===== src/rtl/mem_arbiter_pkg.sv =====
// Shared definitions for the fetch/data memory arbiter: state encoding and
// the default bound on consecutive data grants while a fetch waits.
package mem_arbiter_pkg;

  typedef enum logic [1:0] {
    IDLE  = 2'd0,
    FETCH = 2'd1,
    DATA  = 2'd2,
    DONE  = 2'd3
  } state_t;

  localparam int unsigned FAIR_LIMIT_DEFAULT = 4;

endpackage


===== src/rtl/mem_arbiter.sv =====
// Arbitrates one single-ported, variable-latency memory between instruction
// fetch and data load/store, data first with a bounded fetch starvation.
module mem_arbiter
  import mem_arbiter_pkg::*;
#(
  parameter int unsigned ADDR_W     = 32,
  parameter int unsigned DATA_W     = 32,
  parameter int unsigned FAIR_LIMIT = FAIR_LIMIT_DEFAULT
) (
  input  logic              clock,
  input  logic              reset,
  input  logic              if_mc_read,
  input  logic [ADDR_W-1:0] if_mc_addr,
  output logic [DATA_W-1:0] mc_if_data,
  output logic              mc_if_ready,
  input  logic              mem_mc_read,
  input  logic              mem_mc_write,
  input  logic [ADDR_W-1:0] mem_mc_addr,
  input  logic [DATA_W-1:0] mem_mc_wdata,
  output logic [DATA_W-1:0] mc_mem_rdata,
  output logic              mc_mem_ready,
  output logic              mc_ram_en,
  output logic              mc_ram_we,
  output logic [ADDR_W-1:0] mc_ram_addr,
  output logic [DATA_W-1:0] mc_ram_wdata,
  input  logic [DATA_W-1:0] ram_mc_rdata,
  input  logic              ram_mc_ack
);

  localparam int unsigned       CNT_W = (FAIR_LIMIT < 1) ? 1 : $clog2(FAIR_LIMIT + 1);
  localparam logic [CNT_W-1:0] LIMIT = CNT_W'(FAIR_LIMIT);

  state_t           state;
  logic [CNT_W-1:0] fair_cnt;
  logic             data_pend;
  logic             fetch_pend;
  logic             data_wins;

  always_comb begin
    data_pend  = mem_mc_read | mem_mc_write;
    fetch_pend = if_mc_read;
    data_wins  = data_pend && (!fetch_pend || (fair_cnt < LIMIT));
  end

  always_ff @(posedge clock or negedge reset) begin
    if (!reset) begin
      state        <= IDLE;
      fair_cnt     <= '0;
      mc_if_data   <= '0;
      mc_if_ready  <= 1'b0;
      mc_mem_rdata <= '0;
      mc_mem_ready <= 1'b0;
      mc_ram_en    <= 1'b0;
      mc_ram_we    <= 1'b0;
      mc_ram_addr  <= '0;
      mc_ram_wdata <= '0;
    end else begin
      case (state)
        IDLE: begin
          if (data_wins) begin
            state        <= DATA;
            mc_ram_en    <= 1'b1;
            // write wins when read and write are raised together
            mc_ram_we    <= mem_mc_write;
            mc_ram_addr  <= mem_mc_addr;
            mc_ram_wdata <= mem_mc_wdata;
            if (!fetch_pend)
              fair_cnt <= '0;
            else if (fair_cnt != LIMIT)
              fair_cnt <= fair_cnt + CNT_W'(1);
          end else if (fetch_pend) begin
            state       <= FETCH;
            mc_ram_en   <= 1'b1;
            mc_ram_we   <= 1'b0;
            mc_ram_addr <= if_mc_addr;
            fair_cnt    <= '0;
          end
        end

        FETCH: begin
          if (ram_mc_ack) begin
            state       <= DONE;
            mc_ram_en   <= 1'b0;
            mc_if_ready <= 1'b1;
            mc_if_data  <= ram_mc_rdata;
          end
        end

        DATA: begin
          if (ram_mc_ack) begin
            state        <= DONE;
            mc_ram_en    <= 1'b0;
            mc_mem_ready <= 1'b1;
            if (!mc_ram_we)
              mc_mem_rdata <= ram_mc_rdata;
          end
        end

        DONE: begin
          state        <= IDLE;
          mc_if_ready  <= 1'b0;
          mc_mem_ready <= 1'b0;
        end

        default: state <= IDLE;
      endcase
    end
  end

endmodule


===== config.mk =====
export PLATFORM = sky130hd
export DESIGN_NAME = mem_arbiter
export DESIGN_NICKNAME = d
export VERILOG_FILES = /design/src/rtl/mem_arbiter_pkg.sv /design/src/rtl/mem_arbiter.sv
export SDC_FILE = /design/constraint.sdc
export NUM_CORES = 1
export LEC_CHECK = 0
export ABC_CLOCK_PERIOD_IN_PS = 2400
export BUFFER_PORTS_ARGS = -buffer_cell sky130_fd_sc_hd__buf_2
export CORE_MARGIN = 10
export CORE_UTILIZATION = 46
export DETAILED_ROUTE_END_ITERATION = 8
export PLACE_DENSITY_LB_ADDON = 0.08
export SETUP_SLACK_MARGIN = 0.2
export SYNTH_ARGS = -nofsm -noshare
export SYNTH_HDL_FRONTEND = slang
export SYNTH_SLANG_ARGS = --single-unit

===== constraint.sdc =====
create_clock -name clock -period 2.4 [get_ports clock]
set_input_delay 0.48 -clock clock [delete_from_list [all_inputs] [get_ports clock]]
set_output_delay 0.48 -clock clock [all_outputs]
set_load 0.005 [all_outputs]

==> impl_metrics.toml <==
[clock_tree]
cts_buffers = 17
insertion_delay_ns = 0.41
cts_hold_buf = 0
cts_root_buf = "clkbuf_16"
h-tree-depth = 4
clk_pin_slew_worst_paths_ns = 0.06
cts_setup_buffers = 0
cts-resized-gates = 0
cts_sinks = 137
tritoncts = "built"
clockBufferDepth = 2

[placement]
gp_congestion = 0.765
port-buffer-count = 265
dp_slack_ns = 0.156
dpl.hpwl_um = 11500

[power]
peakVddDrop_uv = 765
total_power_mw = 10.5
pwr_density_cell_nw_per_um2 = 1360
leakagePower_nw = 3.87

[sta]
slew_violations = 0
rsz0062_at_grt = "no"
setup_ws_ns = 0.464
fin_crit_ns = 1.94
tns_ns = 0
slew_headroom_pct = 16.9
tightest_slew_ns = 1.24
hold_viol = 0
clock.fmax_mhz = 517
min_period_over_period_pct = 80.7
finalSetupViolations = 0
fin_skew_ns = 0.00453

[routing]
drtAntennaViolNets = 0
drc_errors = 0
totalWireLength_um = 14900
viasPerCell = 4.89
drt_iter0_drc = 177
drt_first_pass_iters = 4
wl_per_cell_um = 18.2
vias = 4013

[worst_setup_path]
ff2ff_setup_slack_ns = 0.46
crit_arrival_ns = 2.23
path_class = "flip-flop to flip-flop"
critPathCaptureType = "flip-flop"
start_kind = "flip-flop"
cp_max_fo = 35
cp.required_ns = 2.70

[layout]
layout_common_cells = "264 x buf_2, 137 x dfrtp_1, 96 x mux2_2"
drive_above_1_share_pct = 59.9
num-nets-final = 801
n_antenna_cell = 0
layout.cells.most_common = "buf_2"
area_delta_synth_final_pct = 38.0

[logic_synthesis]
synth_cells = 390
synth_top_area_share_pct = 61.4
seq_area_frac_synth_pct = 61.4
synth-seq-cells = 137
synthTopCellsByArea = "dfrtp_1 61%, mux2_2 19%, mux2i_1 6.3%"
avgSynthCellArea_sq_um = 14.3
syn_area_sq_um = 5580
yosysTopAreaCell = "dfrtp_1"
ys_warn_count = 0
syn-num-nets = 531
yosysUniqueCellTypes = 28

[die]
rows = 40
dieHeight_um = 130
die_area_sq_um = 16900
boundaryPins = 266
die_x_um = 130
initial_utilization_pct = 46.7
coreArea_sq_um = 12000

[global_routing]
antenna_found_initial = 1
grt_pass1_vias = 4447
grt_pass1_wl_um = 23000
grt.overflow.total = 0
grt_max_degree = 69
grt.total_usage_pct = 17.7

[status]
status = "completed"

[flow_run]
cap_viol_max_count = 0

[min_path]
hold_class = "primary input to async pin"
==> critical path: stages (launching register included) <==
cell,delay [ns]
dfrtp_1,0.39
inv_1,0.13
ha_1,0.30
o21a_1,0.19
a21boi_4,0.20
buf_12,0.22
mux2_2,0.36
==> cells in the mapped netlist, drive strengths merged <==
cell type	number
dfrtp	137
mux2	98
nand2	36
mux2i	35
o21ai	33
buf	17
ha	7
inv	5
clkbuf	4
a21oi	3
o22ai	2
a211oi	1
a21boi	1
a22o	1
a31o	1
a32o	1
and2	1
nand3	1
nand3b	1
nor2b	1
nor3	1
o21a	1
o2bb2ai	1
o31ai	1
==> state kept, by name, indices dropped and copies added (netlist names) <==
name          count
mc_ram_addr      32
fair_cnt          3
mc_if_ready       1
mc_mem_rdata     32
state             2
mc_ram_we         1
mc_mem_ready      1
mc_ram_en         1
mc_ram_wdata     32
mc_if_data       32
==> final cells by class <==
| cell class | count | area (sq um) |
|---|---|---|
| clock buffers | 21 | 470 |
| clock inverters | 11 | 169 |
| fillers | 956 | 4260 |
| inverters | 5 | 18.8 |
| multi-input cells | 227 | 2010 |
| flip-flops and latches | 137 | 3430 |
| well taps | 147 | 184 |
| repair buffers | 272 | 1420 |
==> final timing paths <==
kind                       cells after the start                  startpoint                            to
max reg2reg                                    6        state[0]$_DFFE_PN0P_  mc_ram_wdata[15]$_DFFE_PN0P_
min reg2reg                                    2  mc_ram_addr[0]$_DFFE_PN0P_    mc_ram_addr[0]$_DFFE_PN0P_
min in group clock                             2            mem_mc_wdata[25]  mc_ram_wdata[25]$_DFFE_PN0P_
max in group asynchronous                      2                       reset   mc_mem_rdata[4]$_DFFE_PN0P_
min                                            1                       reset     mc_if_data[6]$_DFFE_PN0P_
max                                            6        state[0]$_DFFE_PN0P_  mc_ram_wdata[15]$_DFFE_PN0P_
==> power by group <==
group	internal [mW]	switching (mW)
logic	2.02	1.64
registers	3.48	0.569
clock network	1.82	0.956
==> routing by layer <==
metal / up-vias / routed length, um / global-route usage (%)
met5: - / 19 / 0
met4: 2 / 242 / 7.21
met3: 22 / 1570 / 8.07
met2: 178 / 7420 / 29.3
met1: 1895 / 5670 / 19.4
li1: 1916 / - / -
==> metrics by stage <==
stage,std cells,instance area (sq um),utilization (%),hold slack (ns)
4_1_cts,820,7700,64.4,0.0929
6_report,820,7700,64.4,0.0738
5_1_grt,820,7700,64.4,0.100
3_5_place_dp,788,7060,59.0,0.465
3_3_place_gp,788,7060,59.0,0.457
2_1_floorplan,390,5580,-,0.184
==> cells by family (layout without fill, tap and decap cells) <==
| group | after synthesis | after routing | share of synthesized area, % |
|---|---|---|---|
| flip-flops | 137 | 137 | 61.4 |
| multiplexers | 133 | 133 | 26.0 |
| AO/OA/AOI/OAI | 46 | 46 | 5.20 |
| AND/OR/NAND/NOR | 41 | 41 | 2.96 |
| buffers and inverters | 26 | 309 | 2.80 |
| adder cells (fa/ha/maj) | 7 | 7 | 1.57 |
No activity file was read; power rests on OpenSTA's default activity.
